==> src/rtl/vanity_result_queue_if.sv <==
// Bundle of the comparator-side inputs and host readout outputs of the vanity result queue.
// The slave modport is the queue itself; the master modport is the pipeline/host side driving it.
interface vanity_result_queue_if #(
  parameter int DEPTH      = 8,
  parameter int CNT_WIDTH  = 64,
  parameter int HASH_WIDTH = 160
);
  logic                       rx_key_valid;
  logic [CNT_WIDTH-1:0]       rx_key_cnt;
  logic                       rx_hash_valid;
  logic [HASH_WIDTH-1:0]      rx_hash;
  logic                       rx_cmp_valid;
  logic                       rx_cmp_match;
  logic                       rd_en;
  logic                       tx_empty;
  logic [$clog2(DEPTH):0]     tx_count;
  logic [CNT_WIDTH-1:0]       tx_cnt;
  logic [HASH_WIDTH-1:0]      tx_hash;
  logic [15:0]                tx_overflow;
  logic                       tx_tag_error;

  modport slave (
    input  rx_key_valid, rx_key_cnt, rx_hash_valid, rx_hash,
           rx_cmp_valid, rx_cmp_match, rd_en,
    output tx_empty, tx_count, tx_cnt, tx_hash, tx_overflow, tx_tag_error
  );

  modport master (
    output rx_key_valid, rx_key_cnt, rx_hash_valid, rx_hash,
           rx_cmp_valid, rx_cmp_match, rd_en,
    input  tx_empty, tx_count, tx_cnt, tx_hash, tx_overflow, tx_tag_error
  );
endinterface

==> src/rtl/vanity_result_queue.sv <==
// Tags each key with its iteration count, carries the tag past the hasher, and queues
// comparator hits as {cnt, hash} in a registered-output first-word-fall-through FIFO.
module vanity_result_queue #(
  parameter int DEPTH      = 8,
  parameter int TAG_DEPTH  = 4,
  parameter int CNT_WIDTH  = 64,
  parameter int HASH_WIDTH = 160
) (
  input  logic                   mining_clk,
  input  logic                   reset,
  vanity_result_queue_if.slave   bus
);

  localparam int RPW = $clog2(DEPTH);
  localparam int RCW = RPW + 1;
  localparam int TPW = $clog2(TAG_DEPTH);
  localparam int TCW = TPW + 1;

  localparam logic [RCW-1:0] RES_FULL = RCW'(DEPTH);
  localparam logic [TCW-1:0] TAG_FULL = TCW'(TAG_DEPTH);

  typedef struct packed {
    logic [CNT_WIDTH-1:0]  cnt;
    logic [HASH_WIDTH-1:0] hash;
  } entry_t;

  // Tag FIFO
  logic [CNT_WIDTH-1:0] tag_mem [TAG_DEPTH];
  logic [TPW-1:0]       tag_wr_ptr;
  logic [TPW-1:0]       tag_rd_ptr;
  logic [TCW-1:0]       tag_count;
  logic                 tag_empty;
  logic                 tag_full;
  logic                 tag_push;
  logic                 tag_pop;
  logic                 tag_err_set;

  // Pending (hashed, awaiting comparator) stage
  logic                 pend_valid;
  entry_t               pend;

  // Result FIFO
  entry_t               res_mem [DEPTH];
  logic [RPW-1:0]       res_wr_ptr;
  logic [RPW-1:0]       res_rd_ptr;
  logic [RCW-1:0]       res_count;
  logic [RCW-1:0]       res_after_pop;
  logic [RCW-1:0]       res_count_nxt;
  logic                 res_full;
  logic                 res_req;
  logic                 res_push;
  logic                 res_pop;
  logic                 ovf_inc;

  // Registered outputs
  logic                 empty_q;
  entry_t               head_q;
  logic [15:0]          ovf_q;
  logic                 tag_err_q;

  // NOTE: every signal gets a value on every path through always_comb, so no latch can be inferred.
  always_comb begin
    tag_empty     = (tag_count == '0);
    tag_full      = (tag_count == TAG_FULL);
    tag_pop       = bus.rx_hash_valid && !tag_empty;
    // A pop in the same cycle frees the slot a full FIFO needs for the push.
    tag_push      = bus.rx_key_valid && (!tag_full || tag_pop);

    tag_err_set   = (bus.rx_key_valid  && tag_full && !tag_pop)
                 || (bus.rx_hash_valid && tag_empty)
                 || (bus.rx_cmp_valid  && !pend_valid)
                 || (bus.rx_hash_valid && pend_valid && !bus.rx_cmp_valid);

    res_req       = bus.rx_cmp_valid && bus.rx_cmp_match && pend_valid;
    res_pop       = bus.rd_en && (res_count != '0);
    res_full      = (res_count == RES_FULL);
    res_push      = res_req && (!res_full || res_pop);
    ovf_inc       = res_req && res_full && !res_pop;

    res_after_pop = res_count - RCW'(res_pop);
    res_count_nxt = res_after_pop + RCW'(res_push);
  end

  // NOTE: storage arrays carry no reset; occupancy counters alone decide which words are meaningful.
  always_ff @(posedge mining_clk) begin
    if (tag_push) tag_mem[tag_wr_ptr] <= bus.rx_key_cnt;
    if (res_push) res_mem[res_wr_ptr] <= pend;
  end

  // NOTE: all state updates use non-blocking assignments so every register sees pre-edge values.
  always_ff @(posedge mining_clk) begin
    if (reset) begin
      tag_wr_ptr <= '0;
      tag_rd_ptr <= '0;
      tag_count  <= '0;
      pend_valid <= 1'b0;
      pend       <= '0;
      res_wr_ptr <= '0;
      res_rd_ptr <= '0;
      res_count  <= '0;
      empty_q    <= 1'b1;
      head_q     <= '0;
      ovf_q      <= '0;
      tag_err_q  <= 1'b0;
    end else begin
      if (tag_push) tag_wr_ptr <= tag_wr_ptr + TPW'(1);
      if (tag_pop)  tag_rd_ptr <= tag_rd_ptr + TPW'(1);
      tag_count <= tag_count + TCW'(tag_push) - TCW'(tag_pop);

      // The compare consumes the old pending before a same-cycle hash reloads it.
      if (bus.rx_hash_valid) begin
        pend_valid <= 1'b1;
        pend.cnt   <= tag_empty ? '1 : tag_mem[tag_rd_ptr];
        pend.hash  <= bus.rx_hash;
      end else if (bus.rx_cmp_valid) begin
        pend_valid <= 1'b0;
      end

      if (res_push) res_wr_ptr <= res_wr_ptr + RPW'(1);
      if (res_pop)  res_rd_ptr <= res_rd_ptr + RPW'(1);
      res_count <= res_count_nxt;
      empty_q   <= (res_count_nxt == '0);

      // Head register tracks what the FIFO head will be after this edge; holds when drained.
      if (res_push && res_after_pop == '0) begin
        head_q <= pend;
      end else if (res_pop && res_after_pop != '0) begin
        head_q <= res_mem[res_rd_ptr + RPW'(1)];
      end

      if (ovf_inc && ovf_q != 16'hFFFF) ovf_q <= ovf_q + 16'd1;
      if (tag_err_set) tag_err_q <= 1'b1;
    end
  end

  assign bus.tx_empty     = empty_q;
  assign bus.tx_count     = res_count;
  assign bus.tx_cnt       = head_q.cnt;
  assign bus.tx_hash      = head_q.hash;
  assign bus.tx_overflow  = ovf_q;
  assign bus.tx_tag_error = tag_err_q;

endmodule
==> src/flat_wrapper.sv <==
// flat-port wrapper written by rule: the top's interface ports become plain ports
module vanity_result_queue_flat 
#(
  parameter int DEPTH      = 8,
  parameter int TAG_DEPTH  = 4,
  parameter int CNT_WIDTH  = 64,
  parameter int HASH_WIDTH = 160
)
  (mining_clk, reset, bus_rx_key_valid, bus_rx_key_cnt, bus_rx_hash_valid, bus_rx_hash, bus_rx_cmp_valid, bus_rx_cmp_match, bus_rd_en, bus_tx_empty, bus_tx_count, bus_tx_cnt, bus_tx_hash, bus_tx_overflow, bus_tx_tag_error);
  vanity_result_queue_if #(.DEPTH(DEPTH), .CNT_WIDTH(CNT_WIDTH), .HASH_WIDTH(HASH_WIDTH)) bus_i ();
  input  logic mining_clk;
  input  logic reset;
  input wire logic [$bits(bus_i.rx_key_valid)-1:0] bus_rx_key_valid;
  input wire logic [$bits(bus_i.rx_key_cnt)-1:0] bus_rx_key_cnt;
  input wire logic [$bits(bus_i.rx_hash_valid)-1:0] bus_rx_hash_valid;
  input wire logic [$bits(bus_i.rx_hash)-1:0] bus_rx_hash;
  input wire logic [$bits(bus_i.rx_cmp_valid)-1:0] bus_rx_cmp_valid;
  input wire logic [$bits(bus_i.rx_cmp_match)-1:0] bus_rx_cmp_match;
  input wire logic [$bits(bus_i.rd_en)-1:0] bus_rd_en;
  output wire logic [$bits(bus_i.tx_empty)-1:0] bus_tx_empty;
  output wire logic [$bits(bus_i.tx_count)-1:0] bus_tx_count;
  output wire logic [$bits(bus_i.tx_cnt)-1:0] bus_tx_cnt;
  output wire logic [$bits(bus_i.tx_hash)-1:0] bus_tx_hash;
  output wire logic [$bits(bus_i.tx_overflow)-1:0] bus_tx_overflow;
  output wire logic [$bits(bus_i.tx_tag_error)-1:0] bus_tx_tag_error;
  assign bus_i.rx_key_valid = bus_rx_key_valid;
  assign bus_i.rx_key_cnt = bus_rx_key_cnt;
  assign bus_i.rx_hash_valid = bus_rx_hash_valid;
  assign bus_i.rx_hash = bus_rx_hash;
  assign bus_i.rx_cmp_valid = bus_rx_cmp_valid;
  assign bus_i.rx_cmp_match = bus_rx_cmp_match;
  assign bus_i.rd_en = bus_rd_en;
  assign bus_tx_empty = bus_i.tx_empty;
  assign bus_tx_count = bus_i.tx_count;
  assign bus_tx_cnt = bus_i.tx_cnt;
  assign bus_tx_hash = bus_i.tx_hash;
  assign bus_tx_overflow = bus_i.tx_overflow;
  assign bus_tx_tag_error = bus_i.tx_tag_error;
  vanity_result_queue #(.DEPTH(DEPTH), .TAG_DEPTH(TAG_DEPTH), .CNT_WIDTH(CNT_WIDTH), .HASH_WIDTH(HASH_WIDTH)) u_core (.mining_clk(mining_clk), .reset(reset), .bus(bus_i));
endmodule
==> config.mk <==
export PLATFORM = sky130hd
export DESIGN_NAME = vanity_result_queue_flat
export DESIGN_NICKNAME = d
export VERILOG_FILES = /design/src/rtl/vanity_result_queue_if.sv /design/src/rtl/vanity_result_queue.sv /design/src/flat_wrapper.sv
export SDC_FILE = /design/constraint.sdc
export NUM_CORES = 2
export LEC_CHECK = 0
export ABC_AREA = 1
export BUFFER_PORTS_ARGS = -buffer_cell sky130_fd_sc_hd__buf_2
export CAP_MARGIN = 20
export CORE_MARGIN = 4
export CORE_UTILIZATION = 30
export DETAILED_ROUTE_END_ITERATION = 10
export HOLD_SLACK_MARGIN = 0.08
export PLACE_DENSITY_LB_ADDON = 0.12
export SLEW_MARGIN = 25
export SYNTH_ARGS = -nofsm -noshare
export SYNTH_HDL_FRONTEND = slang
export SYNTH_SLANG_ARGS = --single-unit
==> constraint.sdc <==
create_clock -name mining_clk -period 57.9 [get_ports mining_clk]
set_input_delay 11.58 -clock mining_clk [delete_from_list [all_inputs] [get_ports mining_clk]]
set_output_delay 11.58 -clock mining_clk [all_outputs]
set_load 0.02 [all_outputs]
Yosys cells after proc, flatten, opt, wreduce, memory -nomap -nowiden

Memories as Yosys holds them, arrays and structs flattened. A register that Yosys moved wholly into a read port is not among the register bits.
Index checks and enable logic that the tools add are counted.

Add/sub/neg operators: 9
Reduce and logical (&&, ||, !) cells: 36
Eq/ne operators: 3
Muxes and demuxes: 11

Operators with widths:

| kind                  | count |
|---|---|
| $mux 224              | 2 |
| $mux 64               | 1 |
| $logic_and 1x1->1     | 17 |
| $add 16x1->16 const B | 1 |
| $ne 16x16->1 const B  | 1 |
| $logic_not 4->1       | 2 |
| $reduce_bool 4->1     | 2 |
| $logic_not 1->1       | 7 |
| $add 3x1->3 const B   | 2 |
| $mux 1                | 6 |
| $logic_or 1x1->1      | 5 |
| $add 2x1->2 const B   | 2 |
| $add 4x1->4           | 1 |
| $eq 4x4->1 const B    | 1 |
| $mux 2                | 2 |
| $reduce_bool 2->1     | 2 |
| $sub 4x1->4           | 1 |
| $add 3x1->3           | 1 |
| $eq 3x3->1 const B    | 1 |
| $logic_not 3->1       | 1 |
| $sub 3x1->3           | 1 |

Input port bits: 231
Bits in writable memories: 2048
Memories: 2
Logic and storage cells: 75
Register bits: 484

Memory list:

| name           | depth | width | rd ports | clocked after memory_dff | write ports | RTL line                  | source |
|---|---|---|---|---|---|---|---|
| u_core.res_mem | 8     | 224   | 1        | 0                        | 1           | vanity_result_queue.sv:43 | `entry_t res_mem [DEPTH];` |
| u_core.tag_mem | 4     | 64    | 1        | 1                        | 1           | vanity_result_queue.sv:28 | `logic [CNT_WIDTH-1:0] tag_mem [TAG_DEPTH];` |

Logic depth before layout (Yosys ltp)

Depth in word-level cells: 8
Mapped depth: 18
Gate-level depth less buffers: 16

Least setup slack after synthesis

Ideal clock, no wire load.

Path type: input-to-reg
Start point: input port bus_rx_cmp_valid
End point: memory u_core.res_mem[4][0] in the netlist's numbering (enable)
Library setup time: 1.083 ns
Path slack: 29.371 ns
Buffers on the path: 1
Arrival time: 27.445 ns
Required time: 56.817 ns
Stages on the path: 7
Cell sequence: nand3_1 > inv_1 > nand2_1 > inv_2 > clkbuf_1 > nand2_1 > nor3_1

Word-level cells in the longest chain between the ends: 5

Ends and longest elaborated chain:

| item                            | RTL line                  | source |
|---|---|---|
| start: declaration              | flat_wrapper.sv:17        | `input wire logic [$bits(bus_i.rx_cmp_valid)-1:0] bus_rx_cmp_valid;` |
| $logic_and 1x1->1 (2 in series) | vanity_result_queue.sv:74 | `res_req = bus.rx_cmp_valid && bus.rx_cmp_match && pend_valid;` |
| $logic_and 1x1->1               | vanity_result_queue.sv:77 | `res_push = res_req && (!res_full \|\| res_pop);` |
| via u_core.res_push             | vanity_result_queue.sv:51 | `logic res_push;` |
| $mux 1                          | vanity_result_queue.sv:87 | `if (res_push) res_mem[res_wr_ptr] <= pend;` |
| $mux 1 (not written as such)    | vanity_result_queue.sv:87 |  |
| end: declaration                | vanity_result_queue.sv:43 |  |

The timed path passes the listed nets, and every way through them passes these cells.

Worst setup path after layout

Start point: input port bus_rx_cmp_valid
End point: memory u_core.res_mem[0][55] in the netlist's numbering (enable)

Word-level cells in the longest chain between the ends: 5

Ends and longest elaborated chain:

| item                            | RTL line |
|---|---|
| $logic_and 1x1->1 (2 in series) | vanity_result_queue.sv:74 |
| $logic_and 1x1->1               | vanity_result_queue.sv:77 |
| $mux 1                          | vanity_result_queue.sv:87 |
| $mux 1 (not written as such)    | vanity_result_queue.sv:87 |

No other way between the ends.

==> flow_metrics.tcl <==
set metrics [dict create \
    dp.cells 15554 \
    nets 11379 \
    cp-start-kind "input port" \
    worst_pin_slew_ns 1.11 \
    cts_root_buf "clkbuf_16" \
    maxCapViolCount 0 \
    cts_setup_buffers 0 \
    power_leakage_nw 52.0 \
    post-place-ws_ns 40.97 \
    clock.fmax_mhz 64.6 \
    start_util_pct 30.2 \
    finalSetupTns_ns 0 \
    grt_setup_unrepaired "false" \
    area_growth_pct 15.6 \
    critPathRequiredTime_ns 58.41 \
    whs_path_depth 2 \
    grt_pass1_wl_mm 494 \
    cts_resized 0 \
    cts-htree-levels 5 \
    setup_viol_count_final 0 \
    overflow 0 \
    num_rows 218 \
    final_common_cell "nand2_1" \
    grt_antenna_before_repair 33 \
    grt_pass1_vias 72536 \
    final_hold_viol_count 0 \
    synth_edf_count 2048 \
    clkTransAtPathRegs_ns 0.05 \
    maxSlewViolCount 0 \
    die_x_um 604 \
    syn_inst 10868 \
    cts_tree "done" \
    min_period_over_period_pct 26.7 \
    place.gp.congestion 0.767 \
    num_vias 74123 \
    finClkSkew_ns 0.0489 \
    route.detailed.drc 0 \
    ir_worst_vdd_uv 52.7 \
    netlist_area_mm2 0.107 \
    ys_seq_area_share_pct 66.9 \
    hpwl_mm 176 \
    power_density_mw_per_mm2 52.7 \
    ys_top_cells_by_area "edfxtp_1 58%, nand2_1 12%, dfxtp_1 9.1%, nand3_1 6.2%, inv_1 4.9%" \
    grt_max_degree 203 \
    synth_top_cell_area_share_pct 57.7 \
    drt_wl_total_mm 335 \
    dr.first_iter.drc_count 5152 \
    syn_area_per_cell_um2 9.80 \
    insertion_delay_ns 0.92 \
    via_per_inst 4.59 \
    layout_common_cells "3,311 x nand2_1, 2,048 x edfxtp_1, 1,400 x inv_1" \
    end_kind "flop" \
    worstPathArrival_ns 15.98 \
    core_area_mm2 0.353 \
    ys_types 30 \
    synth-async-reset-ratio_pct 0 \
    dr.pass1.iters 6 \
    cts-hold-fix-buffers 0 \
    ys.warnings.count 0 \
    dieArea_mm2 0.365 \
    fin_total_pwr_mw 6.48 \
    clockBufferDepth 4 \
    min_path_type "reg2reg" \
    r2r_slack_ns 52.84 \
    synth_top_area_cell "edfxtp_1" \
    io_buffers 476 \
    drive_gt1_share_pct 9.13 \
    max_slew_margin_pct 25.9 \
    synth_nets 11113 \
    die-height_um 604 \
    reg2regPathDepth 9 \
    crit_fanout 76 \
    synth_ff_type "edfxtp_1" \
    worstSetupPathType "in2reg" \
    layout_min_cycle_time_ns 15.48 \
    final_cells 16134 \
    postRouteAntennaNets 0 \
    track_usage_pct 17.8 \
    fin_ws_ns 42.42 \
    boundaryPins 477 \
    synth_seq_cells 2534 \
    clock-sinks 2534 \
    outcome "finished clean" \
    numCtsBuffers 301 \
    fill_cells 35716 \
    avgRoutedWirePerCell_um 20.8 \
]
-- flip-flops by register name (all words and copies together) (netlist names), 4 cells and up, named ones only --
name	flops
u_core.res_mem	1792
u_core.tag_mem	256
u_core.pend	224
u_core.bus.tx_hash	160
u_core.bus.tx_cnt	64
u_core.bus.tx_overflow	16
u_core.bus.tx_count	4
-- worst max-delay path, cell delays in order --
cell	delay [ns]
buf_2	0.09
nand3_1	0.50
inv_1	0.18
nand2_1	0.20
inv_8	0.56
nand2_1	0.41
nor2_4	0.18
buf_4	0.64
buf_4	0.80
buf_4	0.73
-- cell usage after synthesis, types with 5 or more instances --
master    number
o211ai_1      64
nor2_1       940
inv_1       1402
xor2_1         5
inv_2          6
edfxtp_1    2048
ha_1          13
buf_1         64
dfxtp_1      486
buf_4         19
clkbuf_1     388
nand3_1     1315
nand2_1     3311
o21ai_0      298
a21oi_1       28
buf_2        167
nand3b_1     225
xnor2_1        8
o221ai_1      64
-- per-stage QoR --
stage	hold WS [ns]	utilization, %	area (um2)
finish	0.455	34.9	123000
global route	0.508	34.9	123000
CTS	0.462	34.8	123000
detailed placement	0.449	32.1	113000
global placement	0.443	32.1	113000
floorplan	0.436	-	107000
-- cell families after synthesis --
group | synth area share, %
buffers and inverters | 7.47
and+or+nand+nor | 22.8
xor gates and xnor gates | 0.122
DFF | 66.9
adders and majority gates | 0.172
AOI/OAI and AO/OA | 2.52
-- layout make-up --
class	count	area (um2)	share of cell area, %
Antenna cell	15	37.5	0.0305
Clock buffer	428	8270	6.72
Clock inverter	130	1250	1.02
Inverter	1408	5330	4.33
Multi-Input combinational cell	6288	27500	22.3
Sequential cell	2534	71200	57.8
Tap cell	4730	5920	4.81
Timing Repair Buffer	601	3640	2.96
-- layer usage --
layer	track usage [%]	share of wire, %	up-vias
met1	24.3	46	36167
met3	2.22	4.3	468
met5	0	0.062	-
li1	-	-	35846
met2	30.1	47	1608
met4	4.57	2.5	34
-- power by group --
group	switching (mW)	total, mW	internal (mW)	leakage [nW]
clock	0.777	1.84	1.06	4.63
combinational	1.68	2.36	0.681	24.6
sequential	0.170	2.29	2.12	22.8
-- final timing paths --
check,from,end
max,bus_rx_cmp_valid,u_core.res_mem[0][55]
max reg2reg,u_core.pend_valid,u_core.res_mem[0][55]
min,u_core.tag_rd_ptr[1],flop
min reg2reg,u_core.tag_rd_ptr[1],flop
Power figures use the tool's default switching activity.
